### src/rtl/ball_track_ctrl_pkg.sv
// Shared definitions for the ball centroid tracker: coordinate width, FSM encoding, defaults.
// smooth_step is only used when the top is built with BALL_SMOOTH_EN.
package ball_track_ctrl_pkg;

  localparam int COORD_W        = 13;
  localparam int MIN_PIXELS_DEF = 64;

  typedef enum logic [2:0] {
    ST_IDLE   = 3'd0,
    ST_CHECK  = 3'd1,
    ST_DIV_R  = 3'd2,
    ST_DIV_C  = 3'd3,
    ST_UPDATE = 3'd4
  } state_e;

  // Quarter-step low-pass toward the new measurement; signed difference, arithmetic shift.
  function automatic logic [COORD_W-1:0] smooth_step(input logic [COORD_W-1:0] old_v,
                                                     input logic [COORD_W-1:0] meas_v);
    logic signed [COORD_W:0] diff;
    diff = $signed({1'b0, meas_v}) - $signed({1'b0, old_v});
    return old_v + COORD_W'(diff >>> 2);
  endfunction

endpackage

### src/rtl/ball_track_ctrl_seq_udiv.sv
// Unsigned restoring shift-subtract divider, one quotient bit per cycle, DW cycles per division.
// The start cycle already performs the first step using the dividend/divisor inputs directly.
module seq_udiv #(
  parameter int DW = 28,
  parameter int VW = 19,
  parameter int QW = 13
) (
  input  logic          clk,
  input  logic          reset,
  input  logic          start_i,
  input  logic [DW-1:0] dividend_i,
  input  logic [VW-1:0] divisor_i,
  output logic          busy_o,
  output logic          last_o,
  output logic [QW-1:0] quot_o
);

  localparam int CW = $clog2(DW);

  logic [DW-1:0] quo_q, quo_d, src_quo;
  logic [VW-1:0] rem_q, rem_d, src_rem;
  logic [VW-1:0] dvs_q, src_dvs;
  logic [VW:0]   shifted;
  logic          ge;
  logic          busy_q;
  logic [CW-1:0] cnt_q;

  always_comb begin
    src_quo = start_i ? dividend_i : quo_q;
    src_rem = start_i ? '0 : rem_q;
    src_dvs = start_i ? divisor_i : dvs_q;
    shifted = {src_rem, src_quo[DW-1]};
    ge      = (shifted >= {1'b0, src_dvs});
    rem_d   = ge ? VW'(shifted - {1'b0, src_dvs}) : VW'(shifted);
    quo_d   = {src_quo[DW-2:0], ge};
  end

  always_ff @(posedge clk) begin
    if (reset) begin
      quo_q  <= '0;
      rem_q  <= '0;
      dvs_q  <= '0;
      busy_q <= 1'b0;
      cnt_q  <= '0;
    end else if (start_i || busy_q) begin
      quo_q <= quo_d;
      rem_q <= rem_d;
      if (start_i) begin
        dvs_q  <= divisor_i;
        cnt_q  <= CW'(1);
        busy_q <= 1'b1;
      end else begin
        cnt_q <= cnt_q + CW'(1);
        if (last_o) busy_q <= 1'b0;
      end
    end
  end

  assign busy_o = busy_q;
  assign last_o = busy_q && (cnt_q == CW'(DW - 1));
  assign quot_o = quo_q[QW-1:0];

endmodule

### src/rtl/ball_track_ctrl.sv
// Ball centroid tracker: accumulates masked pixel coordinates per frame, divides by the count
// and publishes the position. Optional BALL_SMOOTH_EN low-pass filters successive positions.
module ball_track_ctrl
  import ball_track_ctrl_pkg::*;
#(
  parameter int MIN_PIXELS = MIN_PIXELS_DEF,
  parameter int SUM_W      = 28,
  parameter int CNT_W      = 19
) (
  input  logic               clk,
  input  logic               reset,
  input  logic               pix_valid,
  input  logic [COORD_W-1:0] row,
  input  logic [COORD_W-1:0] col,
  input  logic               mask,
  input  logic               frame_end,
  output logic [COORD_W-1:0] ball_row,
  output logic [COORD_W-1:0] ball_col,
  output logic               ball_valid,
  output logic               upd,
  output logic               busy,
  output logic               drop,
  output state_e             dbg_state_o
);

  state_e state_q, state_d;

  logic [SUM_W-1:0]   sum_r_q, sum_r_d, sum_c_q, sum_c_d, snap_r_q, snap_c_q;
  logic [CNT_W-1:0]   cnt_q, cnt_d, snap_n_q;
  logic [SUM_W:0]     sr_ext, sc_ext;
  logic [CNT_W:0]     n_ext;
  logic               hit, qualify, drop_q, upd_q, ball_valid_q;
  logic               div_start, div_busy, div_last;
  logic [SUM_W-1:0]   div_dividend;
  logic [COORD_W-1:0] div_quot, row_meas_q, ball_row_q, ball_col_q, new_r, new_c;

  // Saturating accumulation; a pixel coincident with frame_end lands in the snapshot.
  always_comb begin
    hit     = pix_valid & mask;
    sr_ext  = {1'b0, sum_r_q} + (SUM_W+1)'(row);
    sc_ext  = {1'b0, sum_c_q} + (SUM_W+1)'(col);
    n_ext   = {1'b0, cnt_q} + (CNT_W+1)'(1);
    sum_r_d = sum_r_q;
    sum_c_d = sum_c_q;
    cnt_d   = cnt_q;
    if (hit) begin
      sum_r_d = sr_ext[SUM_W] ? '1 : sr_ext[SUM_W-1:0];
      sum_c_d = sc_ext[SUM_W] ? '1 : sc_ext[SUM_W-1:0];
      cnt_d   = n_ext[CNT_W]  ? '1 : n_ext[CNT_W-1:0];
    end
  end

  always_ff @(posedge clk) begin
    if (reset) begin
      sum_r_q  <= '0;
      sum_c_q  <= '0;
      cnt_q    <= '0;
      snap_r_q <= '0;
      snap_c_q <= '0;
      snap_n_q <= '0;
      drop_q   <= 1'b0;
    end else begin
      drop_q <= frame_end && (state_q != ST_IDLE);
      if (frame_end) begin
        sum_r_q <= '0;
        sum_c_q <= '0;
        cnt_q   <= '0;
        if (state_q == ST_IDLE) begin
          snap_r_q <= sum_r_d;
          snap_c_q <= sum_c_d;
          snap_n_q <= cnt_d;
        end
      end else begin
        sum_r_q <= sum_r_d;
        sum_c_q <= sum_c_d;
        cnt_q   <= cnt_d;
      end
    end
  end

  assign qualify = (snap_n_q >= CNT_W'(MIN_PIXELS));

  always_ff @(posedge clk) begin
    if (reset) state_q <= ST_IDLE;
    else       state_q <= state_d;
  end

  always_comb begin
    state_d = state_q;
    case (state_q)
      ST_IDLE:   if (frame_end) state_d = ST_CHECK;
      ST_CHECK:  state_d = qualify ? ST_DIV_R : ST_IDLE;
      ST_DIV_R:  if (div_last) state_d = ST_DIV_C;
      ST_DIV_C:  if (div_last) state_d = ST_UPDATE;
      ST_UPDATE: state_d = ST_IDLE;
      default:   state_d = ST_IDLE;
    endcase
  end

  // Row division starts in CHECK, column division on the first DIV_C cycle.
  always_comb begin
    busy         = (state_q != ST_IDLE);
    div_start    = 1'b0;
    div_dividend = snap_r_q;
    dbg_state_o  = state_q;
    case (state_q)
      ST_CHECK: div_start = qualify;
      ST_DIV_C: begin
        div_start    = !div_busy;
        div_dividend = snap_c_q;
      end
      default: ;
    endcase
  end

  seq_udiv #(.DW(SUM_W), .VW(CNT_W), .QW(COORD_W)) u_div (
    .clk       (clk),
    .reset     (reset),
    .start_i   (div_start),
    .dividend_i(div_dividend),
    .divisor_i (snap_n_q),
    .busy_o    (div_busy),
    .last_o    (div_last),
    .quot_o    (div_quot)
  );

  always_comb begin
`ifdef BALL_SMOOTH_EN
    new_r = ball_valid_q ? smooth_step(ball_row_q, row_meas_q) : row_meas_q;
    new_c = ball_valid_q ? smooth_step(ball_col_q, div_quot) : div_quot;
`else
    new_r = row_meas_q;
    new_c = div_quot;
`endif
  end

  always_ff @(posedge clk) begin
    if (reset) begin
      row_meas_q   <= '0;
      ball_row_q   <= '0;
      ball_col_q   <= '0;
      ball_valid_q <= 1'b0;
      upd_q        <= 1'b0;
    end else begin
      upd_q <= 1'b0;
      if (state_q == ST_DIV_C && div_start) row_meas_q <= div_quot;
      if (state_q == ST_CHECK && !qualify) begin
        ball_valid_q <= 1'b0;
        upd_q        <= 1'b1;
      end
      if (state_q == ST_UPDATE) begin
        ball_row_q   <= new_r;
        ball_col_q   <= new_c;
        ball_valid_q <= 1'b1;
        upd_q        <= 1'b1;
      end
    end
  end

  assign ball_row   = ball_row_q;
  assign ball_col   = ball_col_q;
  assign ball_valid = ball_valid_q;
  assign upd        = upd_q;
  assign drop       = drop_q;

endmodule

### config.mk
export PLATFORM = sky130hd
export DESIGN_NAME = ball_track_ctrl
export DESIGN_NICKNAME = d
export VERILOG_FILES = /design/src/rtl/ball_track_ctrl_pkg.sv /design/src/rtl/ball_track_ctrl_seq_udiv.sv /design/src/rtl/ball_track_ctrl.sv
export SDC_FILE = /design/constraint.sdc
export NUM_CORES = 1
export LEC_CHECK = 0
export CAP_MARGIN = 20
export CORE_MARGIN = 5
export CORE_UTILIZATION = 60
export DETAILED_ROUTE_END_ITERATION = 10
export PLACE_DENSITY = 0.82
export SLEW_MARGIN = 5
export SYNTH_ARGS = -nofsm -noshare
export SYNTH_HDL_FRONTEND = slang
export SYNTH_SLANG_ARGS = --single-unit
### constraint.sdc
create_clock -name clk -period 6.3 [get_ports clk]
set_input_delay 1.26 -clock clk [delete_from_list [all_inputs] [get_ports clk]]
set_output_delay 1.26 -clock clk [all_outputs]
set_load 0.05 [all_outputs]
==> reports/results.ini <==
[yosys]
syn-num-nets = 1712
yosysSeqAreaShare = 0.413
ys_seq_elements = 267
avgSynthCellArea_um2 = 7.92
dominantRegCellSynth = sky130_fd_sc_hd__dfxtp_1
ys_types = 65
asyncSetResetFlopFracSynth = 0
synth.largest_area_cell = sky130_fd_sc_hd__dfxtp_1
synth_area_mm2 = 0.0129
synthDominantCellAreaShare = 0.413
synth_enable_flop_cells = 0
yosys_warnings = 0
post_synth_main_area_contributors = sky130_fd_sc_hd__dfxtp_1 41%, sky130_fd_sc_hd__nor2_1 7.9%, sky130_fd_sc_hd__nand2_1 6.7%
synthesis.instances = 1633

[sta]
maxSlewViolCount = 0
setup_total_negative_slack_ns = 0
finalSetupViolations = 0
timing_hold_violations_final = 0
maxClockFrequency_mhz = 190
timing.max_slew.rel_slack = 0.295
post-route-period-util = 0.835
time_the_final_worst_path_needs_with_i_o_delays_and_setup_ns = 5.26
tightestPinTransition_ns = 1.06
rsz0062_at_grt = no
fin_skew_ns = 0.0169
hold-worst-slack_ns = 0.453

[placed_design]
numPortBuffers = 63
detailedPlacementHpwl_mm = 21.7
area_post_placement_mm2 = 0.0137
globalplace.congestion = 0.951

[die]
floorplan.die_area_mm2 = 0.0246
core_area_mm2 = 0.0212
initial_core_util = 0.612
top_level_ports = 64
die_x_um = 157
vertical_die_dimension_um = 157
fp-row-count = 53

[cts]
tritoncts_clock_tree = done
clkSlewWorstSetupHoldPaths_ns = 0.06
cts_post_setup_buffers_inserted = 0
post_cts_hold_buffer_count = 0
clock_tree.root_cell = sky130_fd_sc_hd__clkbuf_16
tritoncts_num_sinks = 267
post_cts_resized = 0
clock_path_buffers = 3
htree_num_levels = 1
numCtsBuffers = 28
clock_latency_ns = 0.55

[grt]
grt_antenna_before_repair = 0
grt_start_max_net_pins = 117
first_global_vias = 11000
met3_usage = 0.0307
gr-total-overflow = 0
grt_use_met1 = 0.369
gr-usage-all-layers = 0.258
first_pass_grt_wire_length_mm = 53.6
grt.busiest_layer = met2
grt_use_met2 = 0.418

[finish]
num-nets-final = 1724
final_layout_size_suffix_gt1_frac = 0.0480
antennaDiodeCount = 0
area_delta_synth_final_pct = 13.5
finalCoreUtilization = 0.694
layout.cell_area.non_filler_mm2 = 0.0147

[drt]
drt-initial-drc-count = 976
post_dr_wirelength_cell_um = 16.6
drt_drc_violations_left = 0
vias_per_inst = 6.04
via_count = 11700
drt_pass1_iterations = 6
ant_nets = 0
detail_route.wirelength_mm = 32.2

[worst_setup_path]
timing_worst_setup_path_type = register to register
worst_ep_arrival_time_ns = 5.64
element_type_at_the_critical_path_start = register
cp.required_ns = 6.69
end_kind = register
critical_path.max_fanout = 54

[power_and_ir_drop]
power.static_leakage_nw = 5.31
power.density_cell_area_mw_per_mm2 = 317
power.ir.vdd_worst_v = 0.000218
totalPowerFinal_w = 0.00466

[job]
maxCapViolCount = 0

[worst_hold_path]
hold_class = register to register

[status]
run_status = finished, final reports clean

## state kept, by name, summed over array words and instances, names as in the netlist
name	flops
ball_col	13
ball_row	13
ball_valid	1
cnt_q	19
dbg_state_o	3
drop	1
new_r	13
snap_c_q	28
snap_n_q	19
snap_r_q	28
sum_c_q	28
sum_r_q	28
u_div.busy_o	1
u_div.cnt_q	5
u_div.dvs_q	19
u_div.quo_q	28
u_div.rem_q	19
upd	1
## critical path: stages, from the launching register on
cell and delay, ns:
sky130_fd_sc_hd__dfxtp_1 0.33, sky130_fd_sc_hd__nor4_1 0.32, sky130_fd_sc_hd__nand2_1 0.22, sky130_fd_sc_hd__o41ai_4 0.53, sky130_fd_sc_hd__buf_4 0.57, sky130_fd_sc_hd__and2_1 0.28, sky130_fd_sc_hd__ha_1 0.27, sky130_fd_sc_hd__nor2b_1 0.14
sky130_fd_sc_hd__o21ai_0 0.20, sky130_fd_sc_hd__nor2b_1 0.35, sky130_fd_sc_hd__a21boi_0 0.18, sky130_fd_sc_hd__a311oi_2 0.57, sky130_fd_sc_hd__o311ai_1 0.29, sky130_fd_sc_hd__o21a_1 0.23, sky130_fd_sc_hd__or4_1 0.40, sky130_fd_sc_hd__a21oi_1 0.15
sky130_fd_sc_hd__o41ai_1 0.07
## metal layers
layer | wire length (um) | vias up
li1 | - | 5751
met1 | 14600 | 5505
met2 | 14600 | 414
met3 | 2350 | 56
met4 | 628 | 0
met5 | 0 | -
## metrics by stage
step                cells  setup slack, ns
detailed placement   1890             1.19
CTS                  1941             1.12
global placement     1890             1.29
finish               1941             1.04
floorplan            1633             1.17
global route         1941            0.629
## area by class of cell
type	instances	area (um2)
fillers	1738	6470
multi-input cells	1240	7130
clock buffers	35	757
flip-flops and latches	267	5350
repair buffers	79	752
clock inverters	16	251
inverters	29	109
well taps	275	344
## synthesized netlist by cell type (28+ instances only)
cell type,count
sky130_fd_sc_hd__clkbuf_1,85
sky130_fd_sc_hd__nor2_1,272
sky130_fd_sc_hd__ha_1,45
sky130_fd_sc_hd__inv_1,29
sky130_fd_sc_hd__xnor2_1,33
sky130_fd_sc_hd__nand3_1,28
sky130_fd_sc_hd__nand2_1,231
sky130_fd_sc_hd__a21oi_1,164
sky130_fd_sc_hd__o21ai_0,43
sky130_fd_sc_hd__xor2_1,34
sky130_fd_sc_hd__nor3_1,49
sky130_fd_sc_hd__a211oi_1,55
sky130_fd_sc_hd__dfxtp_1,267
## where the power goes
group          total (W)  switching [W]  internal, W
sequential       0.00184      0.0000672      0.00177
combinational    0.00104       0.000640     0.000405
clock            0.00178       0.000683      0.00110
total            0.00466        0.00139      0.00327
## cells in the final DEF, fill, tap and decap left out, types with 12 or more instances in the layout
master and instances:
sky130_fd_sc_hd__nor2b_1 15, sky130_fd_sc_hd__ha_1 45, sky130_fd_sc_hd__nand3_1 28, sky130_fd_sc_hd__a221oi_1 26
sky130_fd_sc_hd__xor2_1 34, sky130_fd_sc_hd__nand2_1 231, sky130_fd_sc_hd__nor2_1 270, sky130_fd_sc_hd__nor3_1 49
sky130_fd_sc_hd__dfxtp_1 267, sky130_fd_sc_hd__o21ai_0 43, sky130_fd_sc_hd__a211oi_1 55, sky130_fd_sc_hd__nand2b_1 12
sky130_fd_sc_hd__clkdlybuf4s50_1 62, sky130_fd_sc_hd__nand4_1 16, sky130_fd_sc_hd__and2_1 20, sky130_fd_sc_hd__buf_4 16
sky130_fd_sc_hd__clkbuf_16 28, sky130_fd_sc_hd__mux2i_1 23, sky130_fd_sc_hd__xnor2_1 33, sky130_fd_sc_hd__and3_1 13
sky130_fd_sc_hd__a21oi_1 164, sky130_fd_sc_hd__a311oi_1 14, sky130_fd_sc_hd__inv_1 29, sky130_fd_sc_hd__a21o_1 19
sky130_fd_sc_hd__a31oi_1 13
## cells by family after synthesis
kind of cell | synth area share
compound gates | 0.198
xor+xnor | 0.0454
fa+ha+maj | 0.0497
buf+inv | 0.0369
flops | 0.413
mux | 0.0187
simple gates | 0.238
## path summary, 6_finish.rpt
kind / startpoint / end / slack (ns) / cells past startpoint
max: snap_n_q[13] / u_div.rem_q[17] / 1.04 / 16
min: ball_row[5] / ball_row[5] / 0.45 / 2
max reg2reg: snap_n_q[13] / u_div.rem_q[17] / 1.04 / 16
min reg2reg: ball_row[5] / ball_row[5] / 0.45 / 2
No activity file was read; power rests on OpenSTA's default activity.
